$ cat src/rtl/mode_counter_if.sv
// Control/status bundle between a mode_counter and the logic that drives and consumes it.
interface mode_counter_if #(
  parameter int unsigned WIDTH = 8
) ();
  logic             clr;
  logic             load;
  logic [WIDTH-1:0] load_val;
  logic             cnt_en;
  logic             sig;
  logic             up;
  logic             mode;
  logic [WIDTH-1:0] modulus;
  logic [WIDTH-1:0] cnt;
  logic             cnt_tick;
  logic             done;

  modport master (
    output clr, load, load_val, cnt_en, sig, up, mode, modulus,
    input  cnt, cnt_tick, done
  );

  modport slave (
    input  clr, load, load_val, cnt_en, sig, up, mode, modulus,
    output cnt, cnt_tick, done
  );
endinterface

$ cat src/rtl/mode_counter.sv
// Event counter with runtime modulus, up/down, wrap or one-shot mode, load/clear,
// level- or edge-qualified counting and a registered terminal tick.
module mode_counter #(
  parameter int unsigned WIDTH = 8,
  parameter int unsigned STEP  = 1,
  parameter bit          EDGE  = 1'b0
) (
  input logic           CLK50MHZ,
  input logic           rst,
  mode_counter_if.slave bus
);

  typedef enum logic [0:0] {StRun, StDone} state_e;

  localparam logic [WIDTH:0] StepW = (WIDTH + 1)'(STEP);

  state_e           state_q, state_d;
  logic [WIDTH-1:0] cnt_q, cnt_d;
  logic             tick_q, tick_d;
  logic             sig_q;
  logic             qual;
  logic             step;
  logic             terminal;
  logic [WIDTH:0]   sum_up;

  always_ff @(posedge CLK50MHZ or posedge rst) begin
    if (rst) begin
      state_q <= StRun;
      cnt_q   <= '0;
      tick_q  <= 1'b0;
      sig_q   <= 1'b0;
    end else begin
      state_q <= state_d;
      cnt_q   <= cnt_d;
      tick_q  <= tick_d;
      sig_q   <= bus.sig;
    end
  end

  always_comb begin
    qual   = EDGE ? (bus.sig & ~sig_q) : bus.sig;
    step   = bus.cnt_en & qual & (state_q == StRun);
    // One extra bit so the up-count compare cannot wrap.
    sum_up = {1'b0, cnt_q} + StepW;
    if (bus.up) begin
      terminal = sum_up > {1'b0, bus.modulus};
    end else begin
      terminal = {1'b0, cnt_q} < StepW;
    end

    state_d = state_q;
    cnt_d   = cnt_q;
    tick_d  = 1'b0;

    if (bus.clr) begin
      cnt_d   = '0;
      state_d = StRun;
    end else if (bus.load) begin
      cnt_d   = bus.load_val;
      state_d = StRun;
    end else if (step) begin
      if (terminal) begin
        tick_d = 1'b1;
        if (bus.mode) begin
          state_d = StDone;
        end else begin
          cnt_d = bus.up ? '0 : bus.modulus;
        end
      end else begin
        cnt_d = bus.up ? sum_up[WIDTH-1:0] : (cnt_q - StepW[WIDTH-1:0]);
      end
    end
  end

  always_comb begin
    bus.cnt      = cnt_q;
    bus.cnt_tick = tick_q;
    bus.done     = (state_q == StDone);
  end

endmodule

$ cat src/flat_wrapper.sv
// flat-port wrapper written by rule: the top's interface ports become plain ports
module mode_counter_flat 
#(
  parameter int unsigned WIDTH = 8,
  parameter int unsigned STEP  = 1,
  parameter bit          EDGE  = 1'b0
)
  (CLK50MHZ, rst, bus_clr, bus_load, bus_load_val, bus_cnt_en, bus_sig, bus_up, bus_mode, bus_modulus, bus_cnt, bus_cnt_tick, bus_done);
  mode_counter_if #(.WIDTH(WIDTH)) bus_i ();
  input logic CLK50MHZ;
  input logic rst;
  input wire logic [$bits(bus_i.clr)-1:0] bus_clr;
  input wire logic [$bits(bus_i.load)-1:0] bus_load;
  input wire logic [$bits(bus_i.load_val)-1:0] bus_load_val;
  input wire logic [$bits(bus_i.cnt_en)-1:0] bus_cnt_en;
  input wire logic [$bits(bus_i.sig)-1:0] bus_sig;
  input wire logic [$bits(bus_i.up)-1:0] bus_up;
  input wire logic [$bits(bus_i.mode)-1:0] bus_mode;
  input wire logic [$bits(bus_i.modulus)-1:0] bus_modulus;
  output wire logic [$bits(bus_i.cnt)-1:0] bus_cnt;
  output wire logic [$bits(bus_i.cnt_tick)-1:0] bus_cnt_tick;
  output wire logic [$bits(bus_i.done)-1:0] bus_done;
  assign bus_i.clr = bus_clr;
  assign bus_i.load = bus_load;
  assign bus_i.load_val = bus_load_val;
  assign bus_i.cnt_en = bus_cnt_en;
  assign bus_i.sig = bus_sig;
  assign bus_i.up = bus_up;
  assign bus_i.mode = bus_mode;
  assign bus_i.modulus = bus_modulus;
  assign bus_cnt = bus_i.cnt;
  assign bus_cnt_tick = bus_i.cnt_tick;
  assign bus_done = bus_i.done;
  mode_counter #(.WIDTH(WIDTH), .STEP(STEP), .EDGE(EDGE)) u_core (.CLK50MHZ(CLK50MHZ), .rst(rst), .bus(bus_i));
endmodule
$ cat config.mk
export PLATFORM = sky130hd
export DESIGN_NAME = mode_counter_flat
export DESIGN_NICKNAME = d
export VERILOG_FILES = /design/src/rtl/mode_counter_if.sv /design/src/rtl/mode_counter.sv /design/src/flat_wrapper.sv
export SDC_FILE = /design/constraint.sdc
export NUM_CORES = 1
export LEC_CHECK = 0
export ABC_AREA = 0
export CAP_MARGIN = 20
export CORE_MARGIN = 2
export CORE_UTILIZATION = 30
export CTS_BUF_LIST = sky130_fd_sc_hd__clkbuf_4 sky130_fd_sc_hd__clkbuf_8
export DETAILED_ROUTE_END_ITERATION = 7
export DONT_BUFFER_PORTS = 1
export GPL_TIMING_DRIVEN = 1
export PLACE_DENSITY = 0.47
export SKIP_LAST_GASP = 1
export SLEW_MARGIN = 40
export SYNTH_ARGS = -nofsm -noshare
export SYNTH_HDL_FRONTEND = slang
export SYNTH_SLANG_ARGS = --single-unit
$ cat constraint.sdc
create_clock -name CLK50MHZ -period 4 [get_ports CLK50MHZ]
set_input_delay 0.6 -clock CLK50MHZ [delete_from_list [all_inputs] [get_ports CLK50MHZ]]
set_output_delay 0.6 -clock CLK50MHZ [all_outputs]
set_load 0.01 [all_outputs]
==> results of run 1 <==
## area by class of cell
cell class,instances,area (um2),share of cell area (%)
Clock buffer,4,55.1,4.00
Inverter,17,63.8,4.64
Multi-Input combinational cell,121,928,67.5
Sequential cell,10,250,18.2
Tap cell,50,62.6,4.55
Timing Repair Buffer,2,15.0,1.09
## where the power goes
part	total, mW	internal [mW]	leakage (nW)	switching (mW)
clock	0.130	0.0867	0.0288	0.0434
sequential	0.150	0.114	0.130	0.0365
combinational	0.209	0.0911	0.441	0.118
total	0.490	0.292	0.600	0.198
## how the worst max path moves through the flow
| stage | start | to | slack [ns] | cells after the start |
|---|---|---|---|---|
| floorplan | u_core.bus.cnt[3] | u_core.bus.cnt[3] | 1.12 | 12 |
| global placement | u_core.bus.cnt[2] | u_core.bus.cnt[4] | 0.87 | 10 |
| detailed placement | u_core.bus.cnt[3] | u_core.bus.cnt[3] | 0.74 | 10 |
| CTS | u_core.bus.cnt[3] | u_core.bus.cnt[3] | 0.73 | 10 |
| global route | u_core.bus.cnt[3] | u_core.bus.cnt[3] | 0.45 | 10 |
| finish | u_core.bus.cnt[3] | u_core.bus.cnt[3] | 0.73 | 10 |
## stage by stage
step	cell area (um2)	hold slack, ns
after floorplan	1290	0.440
after global placement	1320	0.510
after detailed placement	1320	0.508
after CTS	1380	0.248
after global routing	1380	0.276
final	1380	0.230
## synthesized netlist by cell type (all sizes together) (2+ instances only)
master   count
a211oi       3
a21o         3
a21oi       11
a221oi       2
a311oi       2
a31oi        2
and2         2
and3         3
and4         2
buf          5
clkbuf       2
dfrtp       10
ha          10
inv         16
mux2         2
nand2        9
nand3        9
nand4        2
nor2         7
nor3         8
nor4         3
o2111ai      2
o21a         3
o21ai        5
o221ai       4
o22ai        2
o31ai        2
or4          3
xnor2        6
## per-layer routing
metal	vias up	global-route usage, %	wire length (um)
li1	581	-	-
met1	562	19.3	1640
met2	36	26.3	1830
met3	4	7.85	317
met4	0	2.18	14
met5	-	0	0
## state kept, by name, indices dropped and copies added, names as in the netlist
signal / flops
u_core.bus.cnt_tick: 1
u_core.bus.done: 1
u_core.bus.cnt: 8
## layout by cell type (no fill, tap or decap), drive strengths merged, types with 3 or more instances in the layout
cell	n
dfrtp	10
or4	3
and3	3
nor3	8
inv	16
a21oi	11
o221ai	4
nand3	9
nand2	9
clkbuf	4
o21ai	5
xnor2	6
nor2	7
a211oi	3
ha	10
nor4	3
a21o	3
o21a	3
## cell families after synthesis
group           after synthesis  synth area share [%]
flops                        10                  19.4
compound gates               46                  27.3
fa+ha+maj                    10                  9.69
xor+xnor                      7                  4.75
buf+inv                      24                  8.72
simple gates                 55                  27.0
mux                           3                  3.10
==> impl_metrics.csv, run 1 <==
group,metric,value,unit
run_status,outcome,"complete, no violations",
worst_setup_path,worstSetupPathType,"flip-flop to flip-flop",
yosys,synth_area,0.00129,mm2
sta,rsz0062_at_grt,"no",
yosys,syn-num-nets,189,
worst_setup_path,cp-start-kind,"flip-flop",
final_layout,nFillCells,405,
yosys,synthTopCellsByArea,"dfrtp_1 (19%), ha_1 (9.7%), inv_1 (4.7%)",
yosys,synth_top_cell_area_share,19.4,%
final_layout,layout.nets,189,
pwr,ir_worst_vdd,101,uV
drt,initialDrtViolationCount,63,
final_layout,antenna_cells,0,
place,dp_hpwl,3.03,mm
worst_setup_path,end_kind,"flip-flop",
clocking,holdBufCountCts,0,
worst_setup_path,worstPathRequired,4.12,ns
sta,fmax,0.306,GHz
worst_setup_path,crit_chain,"and4_1 -> nor3b_1 -> xnor2_1 -> ha_1 -> nand3_1 -> nor3_1 -> o21ai_4 -> o211ai_2 -> and2_4 -> mux2_4",
clocking,htreeDepth,1,
yosys,synth_edf_count,0,
pwr,p_leak,0.600,nW
sta,fin_crit,3.27,ns
clocking,cts_tree,"yes",
final_layout,drive_gt1_share,13.6,%
flow_run,maxCapViolations,0,
final_layout,fin_util,33.9,%
drt,wl,3.81,mm
worst_setup_path,arrival,3.38,ns
yosys,ys.flop_type,"dfrtp_1",
global_route,first_global_vias,1171,
floorplanning,die_w,69.6,um
sta,finalSetupViolCount,0,
yosys,seq_area_frac_synth,19.4,%
clocking,numCtsBuffers,3,
drt,viasPerCell,5.80,
place,numPlacedInstances,200,
global_route,antenna_found_initial,0,
drt,drt-pass1-iter-count,4,
sta,maxSlewHeadroom,60.4,%
global_route,grt_max_degree,17,
worst_setup_path,crit_slowest_cell,"dfrtp_1",
sta,min_period_over_period,81.6,%
drt,vias,1183,
worst_setup_path,critical-path-top-delay-family,"simple AND/OR/NAND/NOR gates",
place,dp_worst_setup_slack,0.739,ns
yosys,ys_ff_latch,10,
clocking,clk_path_buf_depth,2,
yosys,yosysWarnings,0,
drt,avgRoutedWirePerCell,18.7,um
yosys,avgSynthCellArea,8.33,um2
place,place.gp.congestion,0.889,
pwr,p_per_area,356,mW/mm2
yosys,syn_inst,155,
clocking,clk_latency,0.24,ns
global_route,grt_overflow,0,
floorplanning,die_h,69.6,um
sta,setup_tns,0,ns
place,io_buffers,0,
final_layout,stdcell_count,204,
hold_path,hp-class,"primary input to asynchronous set/reset pin",
floorplanning,ios,34,
worst_setup_path,worst_r2r_path_depth,10,
floorplanning,rows,23,
worst_setup_path,max_stage_delay,0.64,ns
worst_setup_path,reg2reg_to,"u_core.bus.cnt[3]",
clocking,clkTransAtPathRegs,0.06,ns
worst_setup_path,crit_fanout,12,
worst_setup_path,r2r-start,"u_core.bus.cnt[3]",
final_layout,syn_to_final_growth,6.49,%
yosys,async_flop_share,100,%
yosys,synth.distinct_cells,55,
clocking,ctsResizeCount,0,
sta,finalClockSkew,0.00867,ns
floorplanning,initial_core_util,31.8,%
drt,detail-route-antenna-nets,0,
floorplanning,core_area,0.00406,mm2
worst_setup_path,critPathBufInv,0,
clocking,post_cts_buffers,0,
pwr,power,0.490,mW
sta,worstMarginPinSlew,0.586,ns
drt,remaining_drc_errors,0,
clocking,clockRootBuffer,"clkbuf_8",
clocking,clock_sinks,10,
global_route,grt_usage,16.0,%
sta,hold_viol,0,
global_route,grt_pass1_wl,6.10,mm
sta,fin_ws,0.734,ns
sta,slew_violations,0,
floorplanning,dieArea,0.00484,mm2
yosys,yosys.area.top_type,"dfrtp_1",
worst_setup_path,r2r_slack,0.73,ns
Power figures use the tool's default switching activity.
==> inputs of run 2 (changes only) <==
--- a/config.mk
+++ b/config.mk
@@ -13,7 +13,7 @@
 export DETAILED_ROUTE_END_ITERATION = 7
 export DONT_BUFFER_PORTS = 1
 export GPL_TIMING_DRIVEN = 1
-export PLACE_DENSITY = 0.47
+export PLACE_DENSITY = 0.48
 export SKIP_LAST_GASP = 1
 export SLEW_MARGIN = 40
 export SYNTH_ARGS = -nofsm -noshare
==> constraint.sdc (replaced) <==
create_clock -name CLK50MHZ -period 2.9 [get_ports CLK50MHZ]
set_input_delay 0.435 -clock CLK50MHZ [delete_from_list [all_inputs] [get_ports CLK50MHZ]]
set_output_delay 0.435 -clock CLK50MHZ [all_outputs]
set_load 0.01 [all_outputs]
==> impl_metrics.csv, run 2 (same netlist as run 1, synthesis figures left out) <==
group,metric,value,unit
run_status,outcome,"complete, no violations",
worst_setup_path,end_kind,"flip-flop",
clocking,post_cts_buffers,0,
final_layout,layout.nets,200,
pwr,p_leak,0.653,nW
worst_setup_path,worstSetupPathType,"flip-flop to flip-flop",
clocking,ctsResizeCount,0,
sta,min_period_over_period,93.5,%
sta,finalClockSkew,0.000106,ns
global_route,antenna_found_initial,0,
hold_path,hp-class,"primary input to asynchronous set/reset pin",
place,dp_hpwl,3.23,mm
drt,wl,4.15,mm
worst_setup_path,worstPathRequired,3.00,ns
floorplanning,dieArea,0.00484,mm2
pwr,comb_power_share,51.0,%
worst_setup_path,crit_fanout,8,
floorplanning,die_h,69.6,um
sta,timing.hold.ws,0.0793,ns
worst_setup_path,cp-start-kind,"flip-flop",
final_layout,final_common_cell,"inv_1",
worst_setup_path,r2r-start,"u_core.bus.cnt[0]",
sta,maxSlewHeadroom,72.5,%
final_layout,final_cell_mix,"inv_1 (16), buf_4 (13), a21oi_1 (10), dfrtp_1 (10), ha_1 (9)",
global_route,grt_usage,17.0,%
global_route,grt_pass1_wl,6.53,mm
floorplanning,rows,23,
worst_setup_path,arrival,2.81,ns
pwr,switchingPower,0.282,mW
sta,finalSetupViolCount,0,
global_route,grt_max_degree,17,
pwr,p_sw_share,39.9,%
clocking,htreeDepth,1,
floorplanning,initial_core_util,31.8,%
flow_run,maxCapViolations,0,
sta,setup_tns,0,ns
place,io_buffers,0,
floorplanning,ios,34,
worst_setup_path,r2r_slack,0.19,ns
worst_setup_path,crit_slowest_cell,"a311oi_1",
final_layout,antenna_cells,0,
worst_setup_path,worst_r2r_path_depth,11,
drt,drt-pass1-iter-count,4,
clocking,cts_tree,"yes",
sta,hold_viol,0,
worst_setup_path,reg2reg_to,"u_core.bus.cnt[2]",
final_layout,drive_gt1_share,20.6,%
clocking,clockRootBuffer,"clkbuf_8",
pwr,p_per_area,483,mW/mm2
clocking,numCtsBuffers,3,
pwr,clockPowerShare,24.4,%
pwr,ir_worst_vdd,306,uV
drt,viasPerCell,5.93,
global_route,grt_overflow,0,
pwr,pwr-share-seq,24.5,%
sta,rsz0062_at_grt,"no",
drt,remaining_drc_errors,0,
clocking,holdBufCountCts,0,
global_route,first_global_vias,1255,
sta,worstMarginPinSlew,0.412,ns
sta,fin_crit,2.71,ns
clocking,clock_sinks,10,
drt,vias,1274,
sta,fmax,0.369,GHz
drt,initialDrtViolationCount,72,
clocking,clk_latency,0.23,ns
drt,avgRoutedWirePerCell,19.3,um
final_layout,syn_to_final_growth,13.5,%
worst_setup_path,max_stage_delay,0.39,ns
pwr,internal-power,0.425,mW
floorplanning,core_area,0.00406,mm2
worst_setup_path,crit_chain,"buf_4 -> inv_1 -> ha_1 -> ha_1 -> nor2b_1 -> o21bai_1 -> a211oi_2 -> buf_4 -> nor2_1 -> a311oi_1 -> o22ai_1",
drt,detail-route-antenna-nets,0,
clocking,clk_path_buf_depth,2,
final_layout,largest_register_ffs,8,
clocking,clkTransAtPathRegs,0.05,ns
floorplanning,die_w,69.6,um
place,place.gp.congestion,0.862,
sta,slew_violations,0,
==> run 2: changes by cell type in the layout (fill, tap and decap cells not counted) <==
| cell | previous run | this run |
|---|---|---|
| nor3b_2 | 0 | 1 |
| ha_1 | 10 | 9 |
| buf_4 | 2 | 13 |
| nor3b_1 | 1 | 0 |
| ha_2 | 0 | 1 |
==> run 2: critical path, delay by kind of cell (launching register included) <==
kind                     cells  cell delay (ns)
AO/OA/AOI/OAI                4             0.91
adder cells (fa/ha/maj)      2             0.65
buffers and inverters        3             0.47
flip-flops                   1             0.36
AND/OR/NAND/NOR              2             0.19
==> run 2: worst max-delay path by stage <==
stage               slack, ns         startpoint           endpoint
global placement         0.25  u_core.bus.cnt[0]  u_core.bus.cnt[3]
detailed placement       0.20  u_core.bus.cnt[1]  u_core.bus.cnt[2]
floorplan                0.02  u_core.bus.cnt[3]  u_core.bus.cnt[3]
CTS                      0.18  u_core.bus.cnt[1]  u_core.bus.cnt[2]
finish                   0.19  u_core.bus.cnt[0]  u_core.bus.cnt[2]
global route             0.03  u_core.bus.cnt[0]  u_core.bus.cnt[7]
==> run 2: metrics by stage <==
step | instances | setup slack, ns | total power, mW | instance area [um2] | utilization [%]
floorplan | 155 | 0.0202 | 0.442 | 1290 | -
global placement | 211 | 0.254 | 0.532 | 1400 | 34.6
detailed placement | 211 | 0.202 | 0.530 | 1400 | 34.6
CTS | 215 | 0.184 | 0.708 | 1460 | 35.9
global route | 215 | 0.0301 | 0.755 | 1470 | 36.1
finish | 215 | 0.190 | 0.708 | 1470 | 36.1
==> run 2: cell type report <==
class / count / area, um2
fillers: 416 / 2590
well taps: 50 / 62.6
repair buffers: 13 / 97.6
clock buffers: 4 / 55.1
inverters: 17 / 63.8
flip-flops and latches: 10 / 250
multi-input cells: 121 / 936
==> run 2: per-layer routing <==
layer / track usage [%] / vias up / wire length, um
met3: 5.81 / 6 / 286
met2: 29.3 / 41 / 2080
met1: 20.2 / 617 / 1720
met4: 4.36 / 0 / 62
met5: 0 / - / 0
li1: - / 610 / -
==> run 2: power by group through the flow <==
stage	sequential (mW)	combinational, mW	clock, mW
floorplan	0.189	0.253	0
global placement	0.174	0.358	0
detailed placement	0.175	0.355	0
CTS	0.173	0.357	0.178
global route	0.175	0.394	0.186
finish	0.174	0.361	0.173
